$ cat config.mk
export PLATFORM = sky130hd
export DESIGN_NAME = wb_arbiter_2to1
export DESIGN_NICKNAME = d
export VERILOG_FILES = /design/src/rtl/wb_pkg.sv /design/src/rtl/wb_rr_pick2.sv /design/src/rtl/wb_arbiter_2to1.sv
export SDC_FILE = /design/constraint.sdc
export NUM_CORES = 1
export LEC_CHECK = 0
export CORE_AREA = 2 2 123 125
export CTS_CLUSTER_SIZE = 12
export DETAILED_ROUTE_END_ITERATION = 6
export DIE_AREA = 0 0 125 127
export REMOVE_ABC_BUFFERS = 1
export SYNTH_ARGS = -nofsm -noshare
export SYNTH_HDL_FRONTEND = slang
export SYNTH_SLANG_ARGS = --single-unit
$ cat constraint.sdc
create_clock -name clk -period 1.99 [get_ports clk]
set_input_delay 0.398 -clock clk [delete_from_list [all_inputs] [get_ports clk]]
set_output_delay 0.398 -clock clk [all_outputs]
set_load 0.005 [all_outputs]
$ cat src/rtl/wb_pkg.sv
// Shared types and defaults for the Wishbone 2:1 arbiter.
package wb_pkg;

    localparam int WB_ADDR_W = 32;
    localparam int WB_DATA_W = 32;
    localparam logic [31:0] WB_TIMEOUT_DATA = 32'hDEAD_BEEF;

    typedef enum logic [1:0] {
        IDLE = 2'd0,
        OWN0 = 2'd1,
        OWN1 = 2'd2
    } arb_state_t;

    // Watchdog counter width: enough to hold the limit, kept within 8..16 bits.
    function automatic int wb_cnt_width(input int limit);
        int w;
        w = $clog2(limit + 1);
        if (w < 8) w = 8;
        if (w > 16) w = 16;
        return w;
    endfunction

endpackage

$ cat src/rtl/wb_rr_pick2.sv
// Combinational two-way round-robin picker: one-hot grant for the requester
// that did not own the bus last when both request at once.
module wb_rr_pick2 (
    input  logic [1:0] req,
    input  logic       last_owner,
    output logic [1:0] gnt
);

    always_comb begin
        gnt = 2'b00;
        case (req)
            2'b01:   gnt = 2'b01;
            2'b10:   gnt = 2'b10;
            2'b11:   gnt = last_owner ? 2'b01 : 2'b10;
            default: gnt = 2'b00;
        endcase
    end

endmodule

$ cat src/rtl/wb_arbiter_2to1.sv
// Round-robin arbiter sharing one Wishbone slave between two masters.
// Define WB_ARB_TIMEOUT_EN to add the stalled-slave watchdog and timeout_flag.
module wb_arbiter_2to1
    import wb_pkg::*;
#(
    parameter int ADDR_W         = WB_ADDR_W,
    parameter int DATA_W         = WB_DATA_W,
    parameter int TIMEOUT_CYCLES = 255
) (
    input  logic                clk,
    input  logic                rst,
    input  logic                m0_cycle,
    input  logic                m0_strobe,
    input  logic                m0_write_enable,
    input  logic [ADDR_W-1:0]   m0_address,
    input  logic [DATA_W-1:0]   m0_data_in,
    input  logic [DATA_W/8-1:0] m0_select,
    output logic                m0_ack,
    output logic [DATA_W-1:0]   m0_data_out,
    input  logic                m1_cycle,
    input  logic                m1_strobe,
    input  logic                m1_write_enable,
    input  logic [ADDR_W-1:0]   m1_address,
    input  logic [DATA_W-1:0]   m1_data_in,
    input  logic [DATA_W/8-1:0] m1_select,
    output logic                m1_ack,
    output logic [DATA_W-1:0]   m1_data_out,
    output logic                s_cycle,
    output logic                s_strobe,
    output logic                s_write_enable,
    output logic [ADDR_W-1:0]   s_address,
    output logic [DATA_W-1:0]   s_data_in,
    output logic [DATA_W/8-1:0] s_select,
    input  logic                s_ack,
    input  logic [DATA_W-1:0]   s_data_out,
`ifdef WB_ARB_TIMEOUT_EN
    output logic                timeout_flag,
`endif
    output logic [1:0]          grant
);

    // Handshake: a master holds cycle and strobe until it sees ack; a transfer
    // completes on the clock edge where the owner's strobe and ack are both high.

    arb_state_t state;
    logic       last_owner;
    logic [1:0] pick;
    logic       own0;
    logic       own1;
    logic       timeout_hit;

    wb_rr_pick2 u_pick (
        .req        ({m1_cycle, m0_cycle}),
        .last_owner (last_owner),
        .gnt        (pick)
    );

    assign own0 = (state == OWN0);
    assign own1 = (state == OWN1);

    always_ff @(posedge clk or posedge rst) begin
        if (rst) begin
            state      <= IDLE;
            last_owner <= 1'b1;
            grant      <= 2'b00;
        end else begin
            case (state)
                IDLE: begin
                    if (pick[0]) begin
                        state      <= OWN0;
                        last_owner <= 1'b0;
                        grant      <= 2'b01;
                    end else if (pick[1]) begin
                        state      <= OWN1;
                        last_owner <= 1'b1;
                        grant      <= 2'b10;
                    end
                end
                OWN0: begin
                    if (!m0_cycle) begin
                        if (m1_cycle) begin
                            state      <= OWN1;
                            last_owner <= 1'b1;
                            grant      <= 2'b10;
                        end else begin
                            state <= IDLE;
                            grant <= 2'b00;
                        end
                    end
                end
                OWN1: begin
                    if (!m1_cycle) begin
                        if (m0_cycle) begin
                            state      <= OWN0;
                            last_owner <= 1'b0;
                            grant      <= 2'b01;
                        end else begin
                            state <= IDLE;
                            grant <= 2'b00;
                        end
                    end
                end
                default: begin
                    state <= IDLE;
                    grant <= 2'b00;
                end
            endcase
        end
    end

`ifdef WB_ARB_TIMEOUT_EN
    localparam int CNT_W = wb_cnt_width(TIMEOUT_CYCLES);
    localparam logic [CNT_W-1:0] CNT_LAST = CNT_W'(TIMEOUT_CYCLES - 1);

    logic [CNT_W-1:0] wd_cnt;
    logic             owner_cyc;
    logic             owner_stb;

    assign owner_cyc   = (own0 & m0_cycle) | (own1 & m1_cycle);
    assign owner_stb   = owner_cyc & ((own0 & m0_strobe) | (own1 & m1_strobe));
    assign timeout_hit = owner_stb & ~s_ack & (wd_cnt == CNT_LAST);

    // Every grant entry is preceded by a cycle with no owner cycle, so clearing
    // on that condition restarts the count for each new tenure.
    always_ff @(posedge clk or posedge rst) begin
        if (rst) begin
            wd_cnt       <= '0;
            timeout_flag <= 1'b0;
        end else begin
            if (timeout_hit) timeout_flag <= 1'b1;
            if (!owner_cyc || s_ack || timeout_hit) wd_cnt <= '0;
            else if (owner_stb) wd_cnt <= wd_cnt + 1'b1;
        end
    end
`else
    assign timeout_hit = 1'b0;
`endif

    always_comb begin
        s_cycle        = 1'b0;
        s_strobe       = 1'b0;
        s_write_enable = 1'b0;
        s_address      = '0;
        s_data_in      = '0;
        s_select       = '0;
        if (own0) begin
            s_cycle        = m0_cycle & ~timeout_hit;
            s_strobe       = m0_strobe & ~timeout_hit;
            s_write_enable = m0_write_enable;
            s_address      = m0_address;
            s_data_in      = m0_data_in;
            s_select       = m0_select;
        end else if (own1) begin
            s_cycle        = m1_cycle & ~timeout_hit;
            s_strobe       = m1_strobe & ~timeout_hit;
            s_write_enable = m1_write_enable;
            s_address      = m1_address;
            s_data_in      = m1_data_in;
            s_select       = m1_select;
        end
    end

    always_comb begin
        m0_ack      = own0 & (s_ack | timeout_hit);
        m1_ack      = own1 & (s_ack | timeout_hit);
        m0_data_out = '0;
        m1_data_out = '0;
        if (own0) m0_data_out = timeout_hit ? DATA_W'(WB_TIMEOUT_DATA) : s_data_out;
        if (own1) m1_data_out = timeout_hit ? DATA_W'(WB_TIMEOUT_DATA) : s_data_out;
    end

endmodule

==> impl_metrics.env <==
export IMPL_port_buffers=315
export IMPL_wirelength_mm=13.8
export IMPL_core_area_mm2=0.0144
export IMPL_cts_tree="yes"
export IMPL_ys_warn_count=0
export IMPL_ys_seq_elements=3
export IMPL_yosysUniqueCellTypes=22
export IMPL_drt_vias_per_instance=4.20
export IMPL_die_x_um=125
export IMPL_synth_avg_cell_area_um2=5.10
export IMPL_ir_worst_vdd_mv=0.462
export IMPL_h_tree_depth=1
export IMPL_end_kind="output port"
export IMPL_final_cell_mix="178 x clkdlybuf4s50_1, 77 x nand2_1, 74 x buf_2"
export IMPL_ant_nets=0
export IMPL_finalCritPeriodShare_pct=106
export IMPL_vias=3716
export IMPL_die_area_mm2=0.0159
export IMPL_crit_type="flip-flop to output port"
export IMPL_worst_pin_slew_ns=0.367
export IMPL_cts_root_buf="clkbuf_16"
export IMPL_pre_cts_slack_ns=-0.356
export IMPL_grt_max_degree=21
export IMPL_rsz0062_at_grt="true"
export IMPL_grt_use_met1_pct=15.6
export IMPL_crit_slowest_cell="dfrtp_1"
export IMPL_grtUsageTotal_pct=14.3
export IMPL_synthCells=330
export IMPL_synthTopCellsByArea="nand2_1 30%, and2_1 25%, o21ai_0 20%, clkbuf_1 4.0%, buf_2 3.6%"
export IMPL_finalInstanceArea_mm2=0.00633
export IMPL_start_util_pct=11.7
export IMPL_seqPwrFrac_pct=1.8
export IMPL_syn_area_mm2=0.00168
export IMPL_power_internal_mw=3.92
export IMPL_p_switching_mw=2.60
export IMPL_drt_wirelength_per_cell_um=15.6
export IMPL_period_needed_ns=2.11
export IMPL_path_common_cell="buf_12"
export IMPL_drv_cap=0
export IMPL_start_kind="flip-flop"
export IMPL_violations="setup timing"
export IMPL_status="finished, violations left"
export IMPL_combinationalPowerShare_pct=93.3
export IMPL_worstReg2RegEnd="last_owner"
export IMPL_pin_count=316
export IMPL_post_route_util_pct=43.9
export IMPL_path_max_fanout=8
export IMPL_fmax_ghz=0.474
export IMPL_reg2reg_from="state[0]"
export IMPL_grt_pass1_wl_mm=18.6
export IMPL_overflow=0
export IMPL_endpoint="m0_data_out[0]"
export IMPL_placed_area_mm2=0.00529
export IMPL_synth_top_area_share_pct=30.1
export IMPL_placed_cells=834
export IMPL_drtPass1Iterations=4
export IMPL_power_share_clock_pct=4.8
export IMPL_power_density_mw_per_mm2=1030
export IMPL_hpwlAfterDp_mm=9.16
export IMPL_maxSlewHeadroom_pct=75.4
export IMPL_finalPower_mw=6.53
export IMPL_drt_initial_drc_count=67
export IMPL_nNetsFinal=883
export IMPL_finalHoldViolations=0
export IMPL_seq_area_frac_synth_pct=4.54
export IMPL_reg2regPathDepth=10
export IMPL_die_y_um=127
export IMPL_first_global_vias=3648
export IMPL_fin_ws_ns=-0.122
export IMPL_cts_made_buffers=3
export IMPL_rows=44
export IMPL_drc=0
export IMPL_synthToLayoutAreaGrowth_pct=276
export IMPL_drive_gt1_share_pct=48.2
export IMPL_reg2reg_slack_ns=0.07
export IMPL_clock_path_buffers=2
export IMPL_place_congestion=0.923
export IMPL_setup_viol=52
export IMPL_cp_required_ns=1.59
export IMPL_leakagePower_nw=3.04
export IMPL_antenna_found_initial=0
export IMPL_instances_no_fill=885
export IMPL_final_common_cell="clkdlybuf4s50_1"
export IMPL_swShare_pct=39.9
export IMPL_path_clk_slew_ns=0.03
export IMPL_antennaDiodeCount=0
export IMPL_globalRouteMet2Util_pct=28.1
export IMPL_crit_chain="buf_6, ha_4, buf_12, buf_12, buf_16, buf_8, and2_1, buf_2"
export IMPL_clock_latency_ns=0.22
export IMPL_hold_class="primary input to asynchronous set/reset pin"
export IMPL_crit_start="state[0]"
export IMPL_crit_arrival_ns=1.71
export IMPL_slew_viol_final=0
export IMPL_cts_num_sinks=3
export IMPL_cp_slowest_stage_delay_ns=0.38
export IMPL_skew_ns=0.0000986
export IMPL_busiest_layer="met2"
export IMPL_synth_largest_area_cell="nand2_1"
export IMPL_use_met3_pct=2.81
## per-stage QoR
stage | hold WS (ns) | setup TNS [ns]
after floorplan | 0.151 | -216.16
after global placement | 0.457 | -18.57
after detailed placement | 0.464 | -18.87
after CTS | 0.353 | -4.57
after global routing | 0.382 | -6.90
final | 0.354 | -2.66
## routing by layer
metal / part of all wire (%) / up-vias
met3: 6.7 / 16
met5: 0 / -
met4: 1.7 / 0
met1: 36 / 1706
li1: - / 1808
met2: 55 / 186
## power by group through the flow
stage	Sequential, mW	Combinational (mW)	Clock [mW]
finish	0.119	6.09	0.316
global route	0.121	6.50	0.331
CTS	0.116	5.08	0.322
detailed placement	0.118	4.36	0
global placement	0.118	4.33	0
floorplan	0.122	1.46	0
## sequential cells by signal (all words and copies together), names as in the netlist
name        cells
last_owner      1
state           2
## cells by family after synthesis
kind of cell | count (synthesis) | synth area share, %
adder cells (fa/ha/maj) | 4 | 2.97
flip-flops | 3 | 4.54
AND/OR/NAND/NOR | 207 | 57.0
AO/OA/AOI/OAI | 80 | 26.2
buffers and inverters | 35 | 8.70
multiplexers | 1 | 0.595
## how the worst min path moves through the flow
stage                 end  slack, ns  cells past startpoint
6_report         state[0]       0.35                      2
5_1_grt          state[0]       0.38                      2
4_1_cts          state[0]       0.35                      2
3_5_place_dp   last_owner       0.46                      2
3_3_place_gp   last_owner       0.46                      2
2_1_floorplan    state[0]       0.15                      1
## worst max-delay path: cells and delay by family (launching register included)
family                   cells  cell delay, ns
buffers and inverters        6            0.78
flip-flops                   1            0.38
adder cells (fa/ha/maj)      1            0.19
AND/OR/NAND/NOR              1            0.13
## repair_timing
item / in CTS / in global routing
resized for setup: 536 / 228
endpoints found under the setup margin: 137 / 125
setup buffers: 23 / 8
pin swaps: 16 / 63
hold buffers: 0 / 0
gates cloned: 9 / 10
## synthesized netlist by cell type
cell type	number
a21oi_1	4
a21oi_2	1
a22o_1	5
a22oi_1	1
and2_1	66
buf_2	12
clkbuf_1	18
dfrtp_1	2
dfstp_2	1
ha_1	4
inv_1	5
mux2i_1	1
nand2_1	135
nand2b_1	2
nor2_1	1
nor2b_1	1
nor3b_1	1
o211ai_1	1
o21ai_0	66
o31ai_1	1
o41ai_2	1
or3b_1	1
## layout make-up
| type | instances | area [um2] |
|---|---|---|
| clock buffer | 4 | 78.8 |
| multi-input combinational | 292 | 1960 |
| timing repair buffer | 397 | 3970 |
| tap | 184 | 230 |
| fill | 1400 | 8090 |
| sequential | 3 | 76.3 |
| inverter | 5 | 18.8 |
(Power assumes the default switching activity.)
